`src/rtl/nonce_result_scanner_if.sv`:
```
// nonce_result_scanner_if: word-addressed memory port shared with the hash core.
// The master issues addresses and writes; the slave returns registered read data.
interface nonce_result_scanner_if;
    logic        mem_clk;
    logic        mem_we;
    logic [15:0] mem_addr;
    logic [31:0] mem_write_data;
    logic [31:0] mem_read_data;

    modport master (
        output mem_clk,
        output mem_we,
        output mem_addr,
        output mem_write_data,
        input  mem_read_data
    );

    modport slave (
        input  mem_clk,
        input  mem_we,
        input  mem_addr,
        input  mem_write_data,
        output mem_read_data
    );
endinterface

```
`src/rtl/nonce_result_scanner.sv`:
```
// nonce_result_scanner: finds the smallest per-nonce h0 word and counts target hits.
// Define SCAN_WRITEBACK_EN to store best nonce/hash just past the scanned block.
module nonce_result_scanner #(
    parameter int NUM_NONCES = 16
) (
    input  logic        clk,
    input  logic        reset,
    input  logic        start,
    input  logic [15:0] result_addr,
    input  logic [31:0] target,
    output logic        done,
    output logic        found,
    output logic [15:0] best_nonce,
    output logic [31:0] best_hash,
    output logic [16:0] match_count,
    nonce_result_scanner_if.master mem
);
    localparam logic [15:0] LAST = 16'(NUM_NONCES - 1);

    localparam logic [2:0] S_IDLE  = 3'd0;
    localparam logic [2:0] S_READ  = 3'd1;
    localparam logic [2:0] S_DRAIN = 3'd2;
    localparam logic [2:0] S_DONE  = 3'd5;
`ifdef SCAN_WRITEBACK_EN
    localparam logic [2:0] S_WB0   = 3'd3;
    localparam logic [2:0] S_WB1   = 3'd4;
    localparam logic [15:0] NUM    = 16'(NUM_NONCES);
`endif

    logic [2:0]  state;
    logic [31:0] tgt_q;
    logic [15:0] base_q;
    logic [15:0] rd_idx;
    logic [15:0] smp_idx;
    logic [1:0]  pipe;
    logic [15:0] addr_q;

    assign mem.mem_clk  = clk;
    assign mem.mem_addr = addr_q;
    assign found        = (match_count != 17'd0);

`ifdef SCAN_WRITEBACK_EN
    logic        we_q;
    logic [31:0] wd_q;
    assign mem.mem_we         = we_q;
    assign mem.mem_write_data = wd_q;
`else
    assign mem.mem_we         = 1'b0;
    assign mem.mem_write_data = 32'd0;
`endif

    // pipe[0]: an address went out last edge; pipe[1]: its data lands this edge
    always_ff @(posedge clk or posedge reset) begin
        if (reset) begin
            state       <= S_IDLE;
            done        <= 1'b0;
            best_nonce  <= 16'd0;
            best_hash   <= 32'hFFFF_FFFF;
            match_count <= 17'd0;
            tgt_q       <= 32'd0;
            base_q      <= 16'd0;
            rd_idx      <= 16'd0;
            smp_idx     <= 16'd0;
            pipe        <= 2'b00;
            addr_q      <= 16'd0;
`ifdef SCAN_WRITEBACK_EN
            we_q        <= 1'b0;
            wd_q        <= 32'd0;
`endif
        end else begin
            pipe[1] <= pipe[0];
            pipe[0] <= 1'b0;
            if (pipe[1]) begin
                if (mem.mem_read_data < best_hash) begin
                    best_hash  <= mem.mem_read_data;
                    best_nonce <= smp_idx;
                end
                if (mem.mem_read_data < tgt_q)
                    match_count <= match_count + 17'd1;
                smp_idx <= smp_idx + 16'd1;
            end
            case (state)
                S_IDLE, S_DONE: begin
                    if (start) begin
                        tgt_q       <= target;
                        base_q      <= result_addr;
                        addr_q      <= result_addr;
                        rd_idx      <= 16'd1;
                        smp_idx     <= 16'd0;
                        best_hash   <= 32'hFFFF_FFFF;
                        best_nonce  <= 16'd0;
                        match_count <= 17'd0;
                        done        <= 1'b0;
                        pipe[0]     <= 1'b1;
                        state       <= S_READ;
                    end
                end
                S_READ: begin
                    addr_q  <= base_q + rd_idx;
                    rd_idx  <= rd_idx + 16'd1;
                    pipe[0] <= 1'b1;
                    if (rd_idx == LAST)
                        state <= S_DRAIN;
                end
                S_DRAIN: begin
                    if (pipe == 2'b00) begin
`ifdef SCAN_WRITEBACK_EN
                        we_q   <= 1'b1;
                        addr_q <= base_q + NUM;
                        wd_q   <= {16'd0, best_nonce};
                        state  <= S_WB0;
`else
                        done   <= 1'b1;
                        state  <= S_DONE;
`endif
                    end
                end
`ifdef SCAN_WRITEBACK_EN
                S_WB0: begin
                    addr_q <= base_q + NUM + 16'd1;
                    wd_q   <= best_hash;
                    state  <= S_WB1;
                end
                S_WB1: begin
                    we_q  <= 1'b0;
                    done  <= 1'b1;
                    state <= S_DONE;
                end
`endif
                default: state <= S_IDLE;
            endcase
        end
    end
endmodule

```
`src/flat_wrapper.sv`:
```
// flat-port wrapper written by rule: the top's interface ports become plain ports
module nonce_result_scanner_flat 
#(
    parameter int NUM_NONCES = 16
)
  (clk, reset, start, result_addr, target, done, found, best_nonce, best_hash, match_count, mem_mem_clk, mem_mem_we, mem_mem_addr, mem_mem_write_data, mem_mem_read_data);
  nonce_result_scanner_if mem_i ();
  input  logic clk;
  input  logic reset;
  input  logic start;
  input  logic [15:0] result_addr;
  input  logic [31:0] target;
  output logic done;
  output logic found;
  output logic [15:0] best_nonce;
  output logic [31:0] best_hash;
  output logic [16:0] match_count;
  output wire logic [$bits(mem_i.mem_clk)-1:0] mem_mem_clk;
  output wire logic [$bits(mem_i.mem_we)-1:0] mem_mem_we;
  output wire logic [$bits(mem_i.mem_addr)-1:0] mem_mem_addr;
  output wire logic [$bits(mem_i.mem_write_data)-1:0] mem_mem_write_data;
  input wire logic [$bits(mem_i.mem_read_data)-1:0] mem_mem_read_data;
  assign mem_mem_clk = mem_i.mem_clk;
  assign mem_mem_we = mem_i.mem_we;
  assign mem_mem_addr = mem_i.mem_addr;
  assign mem_mem_write_data = mem_i.mem_write_data;
  assign mem_i.mem_read_data = mem_mem_read_data;
  nonce_result_scanner #(.NUM_NONCES(NUM_NONCES)) u_core (.clk(clk), .reset(reset), .start(start), .result_addr(result_addr), .target(target), .done(done), .found(found), .best_nonce(best_nonce), .best_hash(best_hash), .match_count(match_count), .mem(mem_i));
endmodule
```
`config.mk`:
```
export PLATFORM = sky130hd
export DESIGN_NAME = nonce_result_scanner_flat
export DESIGN_NICKNAME = d
export VERILOG_FILES = /design/src/rtl/nonce_result_scanner_if.sv /design/src/rtl/nonce_result_scanner.sv /design/src/flat_wrapper.sv
export SDC_FILE = /design/constraint.sdc
export NUM_CORES = 1
export LEC_CHECK = 0
export CORE_MARGIN = 2
export CORE_UTILIZATION = 54
export CTS_BUF_LIST = sky130_fd_sc_hd__clkbuf_8
export DETAILED_ROUTE_END_ITERATION = 12
export PLACE_DENSITY = 0.83
export SYNTH_ARGS = -nofsm -noshare
export SYNTH_HDL_FRONTEND = slang
export SYNTH_SLANG_ARGS = --single-unit
```
`constraint.sdc`:
```
create_clock -name clk -period 7.65 [get_ports clk]
set_input_delay 1.53 -clock clk [delete_from_list [all_inputs] [get_ports clk]]
set_output_delay 1.53 -clock clk [all_outputs]
set_load 0.01 [all_outputs]
```
==> flow_summary.json, run 1 <==
{
  "status": "finished, final reports clean",
  "dp_cells": 1471,
  "ant_nets": 0,
  "power.total_mw": 4.43,
  "yosys.area.top_type": "dfrtp_1",
  "start_util_pct": 54.7,
  "synth.avg_cell_area_um2": 8.70,
  "clk_pin_slew_ns": 0.08,
  "fp.dieH_um": 139,
  "tightest_slew_ns": 0.980,
  "max_cap_violations": 0,
  "synth_top_area_share_pct": 34.5,
  "start_kind": "clock port",
  "reg2reg_depth": 8,
  "cp_data_required_time_ns": 6.12,
  "place_hpwl_um": 17600,
  "path_cells": "clkbuf_8 > clkbuf_8 > clkdlybuf4s50_1",
  "wl_met1_um": 10600,
  "stdcell_area_um2": 11900,
  "hold_depth": 0,
  "rsz0062_at_grt": "false",
  "io_pins": 200,
  "grt_max_degree": 111,
  "ir_worst_vdd_uv": 247,
  "cp_common_cell": "clkbuf_8",
  "rows": 49,
  "syn-cell-area_um2": 9790,
  "fin_nets": 1429,
  "slowest_delay_ns": 0.47,
  "hold-worst-slack_ns": 0.381,
  "dr_wl_met2_um": 11900,
  "ys_types": 53,
  "post-route-util_pct": 66.5,
  "port_buffers": 166,
  "areaGrowthSynthToFinish_pct": 21.6,
  "power_leakage_nw": 5.47,
  "place_ws_ns": 1.85,
  "hp-class": "flip-flop to flip-flop",
  "grt_usage_pct": 26.0,
  "yosys-top-cells-area": "dfrtp_1, ha_1, dfstp_2",
  "setup_slack_ns": 1.60,
  "insertion_delay_ns": 0.57,
  "die_area_um2": 19200,
  "overflow": 0,
  "slew_violations": 0,
  "grt_first_pass_wirelength_um": 40700,
  "routed_wl_um": 24900,
  "viasPerCell": 5.72,
  "drive_gt1_share_pct": 6.66,
  "cts_hold_buf": 0,
  "route.detailed.wl_per_inst_um": 16.5,
  "finalClockSkew_ns": 0.0154,
  "worstPathArrival_ns": 4.52,
  "place.gp.congestion": 0.890,
  "post_cts_resized": 0,
  "ys_warn_count": 0,
  "synth-edff-count": 0,
  "cts_tree": "yes",
  "setup_viol": 0,
  "finalNonFillerCells": 1506,
  "via_count": 8607,
  "final-hold-violation-count": 0,
  "top_layer_used": "met4",
  "drc": 0,
  "worst_setup_path_end_kind": "primary output",
  "fp.dieW_um": 139,
  "place_area_um2": 11500,
  "crit_fanout": 2,
  "drtIter0Drc": 678,
  "ys.flop_type": "dfrtp_1",
  "grt_antenna_before_repair": 0,
  "cp_slowest_cell": "clkdlybuf4s50_1",
  "ys_seq_area_share_pct": 43.1,
  "first_pass_iters": 5,
  "async_flop_share_pct": 100,
  "path_class": "clock port to primary output",
  "netlist_instances": 1125,
  "grt_pass1_vias": 8235,
  "cellPowerDensity_nw_per_um2": 372,
  "slew_headroom_pct": 34.7,
  "route.met3.wl_um": 1570,
  "core_um2": 17900,
  "postCtsSetupBuffers": 0,
  "synth-seq-cells": 167,
  "finalSetupTns_ns": 0,
  "n_antenna_cell": 0
}
## registers in the layout, indices dropped and copies added (netlist names)
register	cells
u_core.best_nonce	16
u_core.state	3
u_core.pipe	2
u_core.done	1
u_core.rd_idx	16
u_core.tgt_q	32
u_core.best_hash	32
u_core.base_q	16
u_core.smp_idx	16
u_core.match_count	17
u_core.mem.mem_addr	16
## power by group
group          internal, mW  switching [mW]  total (mW)
registers              1.32           0.274        1.59
logic                 0.965            1.17        2.14
clock network         0.339           0.365       0.704
total                  2.62            1.81        4.43
## cells in the final DEF (no fill, tap or decap), types with 6 or more instances in the layout
| master | n |
|---|---|
| nand4_1 | 21 |
| a21oi_1 | 49 |
| dfstp_2 | 32 |
| nand2_1 | 151 |
| buf_4 | 8 |
| inv_1 | 80 |
| o31ai_1 | 10 |
| a21o_1 | 19 |
| nor3_1 | 20 |
| clkbuf_8 | 20 |
| nor2b_1 | 10 |
| nor2_1 | 54 |
| dfrtp_1 | 135 |
| clkdlybuf4s50_1 | 166 |
| nand2b_1 | 14 |
| clkinv_4 | 6 |
| nand3_1 | 106 |
| mux2i_1 | 13 |
| ha_1 | 81 |
| xor2_1 | 12 |
| a31oi_1 | 12 |
| conb_1 | 33 |
| o21ai_0 | 116 |
| xnor2_1 | 9 |
| nor4_1 | 9 |
| and3_1 | 13 |
## cell type report
type | instances | area (um2)
inverter | 81 | 309
sequential | 167 | 4220
multi-input combinational | 820 | 4930
tap | 229 | 287
clock inverter | 15 | 170
fill | 1477 | 5990
timing repair buffer | 173 | 1710
clock buffer | 21 | 285
## cells by family (layout without fill, tap and decap cells)
kind of cell / Yosys count / in the layout / synth area share [%]
and+or+nand+nor: 424 / 424 / 20.4
AOI/OAI and AO/OA: 247 / 247 / 14.8
buffers and inverters: 170 / 290 / 7.91
DFF: 167 / 167 / 43.1
adders and majority gates: 82 / 82 / 10.6
xor gates and xnor gates: 21 / 21 / 1.88
muxes: 13 / 13 / 1.33
other: 1 / 33 / 0.0383
## synthesized netlist by cell type (10+ instances only)
library cell and count:
xor2_1 12, clkbuf_1 49, nand2_1 152, nand3_1 106, nor3_1 21, buf_4 34, nor2_1 54, nand4_1 21
o31ai_1 10, ha_1 81, nor2b_1 10, and3_1 13, o21ai_0 116, inv_1 81, nand2b_1 14, a21o_1 19
mux2i_1 13, dfstp_2 32, a31oi_1 12, a21oi_1 49, dfrtp_1 135
## layer usage
layer	up-vias	track usage, %
met1	4092	34.1
li1	4137	-
met4	0	11.6
met2	316	42.6
met3	62	4.42
met5	-	0
## worst max-delay path, delay by kind of cell
family	cells	cell delay [ns]
buf+inv	3	0.70
## worst paths after layout
| path | slack, ns | endpoint | startpoint |
|---|---|---|---|
| setup / recovery | 1.60 | mem_mem_clk | clk |
| hold / removal | 0.38 | u_core.pipe[1] | u_core.pipe[0] |
| setup reg to reg | 4.54 | u_core.best_nonce[1] | u_core.best_hash[13] |
| hold reg to reg | 0.38 | u_core.pipe[1] | u_core.pipe[0] |
| max in group asynchronous | 4.73 | u_core.smp_idx[9] | reset |
| min in group asynchronous | 1.57 | u_core.mem.mem_addr[14] | reset |
(Power assumes the default switching activity.)
==> run 2: changes to the inputs <==
--- a/config.mk
+++ b/config.mk
@@ -6,10 +6,10 @@
 export NUM_CORES = 1
 export LEC_CHECK = 0
 export CORE_MARGIN = 2
-export CORE_UTILIZATION = 54
+export CORE_UTILIZATION = 49
 export CTS_BUF_LIST = sky130_fd_sc_hd__clkbuf_8
 export DETAILED_ROUTE_END_ITERATION = 12
-export PLACE_DENSITY = 0.83
+export PLACE_DENSITY = 0.8
 export SYNTH_ARGS = -nofsm -noshare
 export SYNTH_HDL_FRONTEND = slang
 export SYNTH_SLANG_ARGS = --single-unit
==> constraint.sdc (replaced) <==
create_clock -name clk -period 5.1 [get_ports clk]
set_input_delay 1.02 -clock clk [delete_from_list [all_inputs] [get_ports clk]]
set_output_delay 1.02 -clock clk [all_outputs]
set_load 0.01 [all_outputs]
==> run 2 against run 1 <==
  * Sequential power increased by 49%
  * Design area increased by 0.64%
  * Utilization decreased by 5.1 points
  * Flip-flop and latch count unchanged
  * Clock power increased by 46%
==> flow_summary.json, run 2 (synthesized netlist as in run 1, its figures left out) <==
{
  "top_regs": "u_core.best_hash: 32 flops, u_core.tgt_q: 32 flops, u_core.match_count: 17 flops",
  "final-hold-violation-count": 0,
  "cp_data_required_time_ns": 4.08,
  "crit_fanout": 2,
  "die_area_um2": 21100,
  "path_class": "clock port to primary output",
  "grt_antenna_before_repair": 0,
  "crit_family": "buffers and inverters",
  "grt_pass1_vias": 8455,
  "port_buffers": 166,
  "finalNonFillerCells": 1546,
  "cts_hold_buf": 0,
  "cp_slowest_cell": "clkdlybuf4s50_1",
  "path_cells": "clkbuf_8 > clkbuf_8 > clkdlybuf4s50_1",
  "final_common_cell": "clkdlybuf4s50_1",
  "post-route-util_pct": 61.4,
  "path_buf_inv": 3,
  "start_util_pct": 50.1,
  "fp.dieH_um": 145,
  "tightest_slew_ns": 1.06,
  "place_ws_ns": 0.894,
  "start_kind": "clock port",
  "power_leakage_nw": 5.49,
  "fin_nets": 1434,
  "setup_slack_ns": 0.842,
  "slew_headroom_pct": 28.9,
  "place_hpwl_um": 17700,
  "status": "finished, final reports clean",
  "routed_wl_um": 25300,
  "rows": 51,
  "cp_common_cell": "clkbuf_8",
  "setup_viol": 0,
  "n_antenna_cell": 0,
  "rsz0062_at_grt": "false",
  "insertion_delay_ns": 0.57,
  "ant_nets": 0,
  "ir_worst_vdd_uv": 249,
  "cts_tree": "yes",
  "finalClockSkew_ns": 0.0160,
  "clk_pin_slew_ns": 0.07,
  "finalSetupTns_ns": 0,
  "route.detailed.wl_per_inst_um": 16.4,
  "post_cts_resized": 0,
  "dp_cells": 1512,
  "drc": 0,
  "fp.dieW_um": 145,
  "grt_max_degree": 115,
  "worstPathArrival_ns": 3.24,
  "viasPerCell": 5.60,
  "cellPowerDensity_nw_per_um2": 554,
  "slowest_delay_ns": 0.46,
  "slew_violations": 0,
  "grt_usage_pct": 24.0,
  "areaGrowthSynthToFinish_pct": 22.4,
  "overflow": 0,
  "hp-class": "flip-flop to flip-flop",
  "first_pass_iters": 5,
  "drtIter0Drc": 690,
  "place.gp.congestion": 0.856,
  "mostFrequentLayoutCells": "clkdlybuf4s50_1, nand2_1, dfrtp_1",
  "grt_first_pass_wirelength_um": 41600,
  "core_um2": 19500,
  "via_count": 8662,
  "max_cap_violations": 0,
  "postCtsSetupBuffers": 0,
  "io_pins": 200,
  "worst_setup_path_end_kind": "primary output",
  "drive_gt1_share_pct": 6.64
}
run 2: cell count changes in the layout (fill, tap and decap cells not counted), sizes merged:
cell and change:
clkinv -5, clkbuf +3, inv -1, clkinvlp +2, buf +5
run 2: worst register-to-register path, stage by stage (launching register included):
cell,delay [ns]
dfrtp_1,0.37
inv_1,0.07
ha_1,0.25
a21o_1,0.19
a21o_1,0.18
a2111oi_2,0.42
o21ai_1,0.15
o311a_1,0.62
or4_1,0.61
a21oi_1,0.17
run 2: path summary, 6_finish.rpt:
kind                                  startpoint                       to  slack [ns]  cells past startpoint
min in group asynchronous                  reset  u_core.mem.mem_addr[15]        0.95                      3
worst min register to register    u_core.pipe[0]           u_core.pipe[1]        0.38                      0
max in group asynchronous                  reset    u_core.match_count[5]        3.58                      3
worst min-delay path              u_core.pipe[0]           u_core.pipe[1]        0.38                      0
worst max-delay path                         clk              mem_mem_clk        0.84                      3
worst max register to register  u_core.tgt_q[13]    u_core.match_count[7]        1.99                      9
run 2: metal layers:
metal	track usage [%]	wire length, um
met1	30.8	10900
met2	40.2	12300
met3	4.04	1510
met4	10.3	623
met5	0	0
run 2: power breakdown:
group	total (mW)	internal (mW)	switching [mW]	leakage (nW)
sequential	2.37	1.97	0.396	2.05
clock	1.03	0.527	0.500	0.227
combinational	3.24	1.48	1.76	3.21
total	6.63	3.98	2.66	5.49
run 2: cell type report:
| class | instances | area (um2) |
|---|---|---|
| repair buffers | 178 | 1760 |
| clock buffers | 24 | 327 |
| well taps | 265 | 332 |
| fillers | 1690 | 7540 |
| inverters | 81 | 308 |
| flip-flops and latches | 167 | 4220 |
| multi-input cells | 820 | 4930 |
| clock inverters | 11 | 111 |
run 2: through the flow:
step                      hold WS (ns)  power (mW)  area, um2
after floorplan                  0.355        4.38       9910
after global placement           0.358        5.48      11600
after detailed placement         0.367        5.61      11600
after CTS                        0.386        6.65      12000
after global routing             0.392        7.18      12000
final                            0.383        6.63      12000
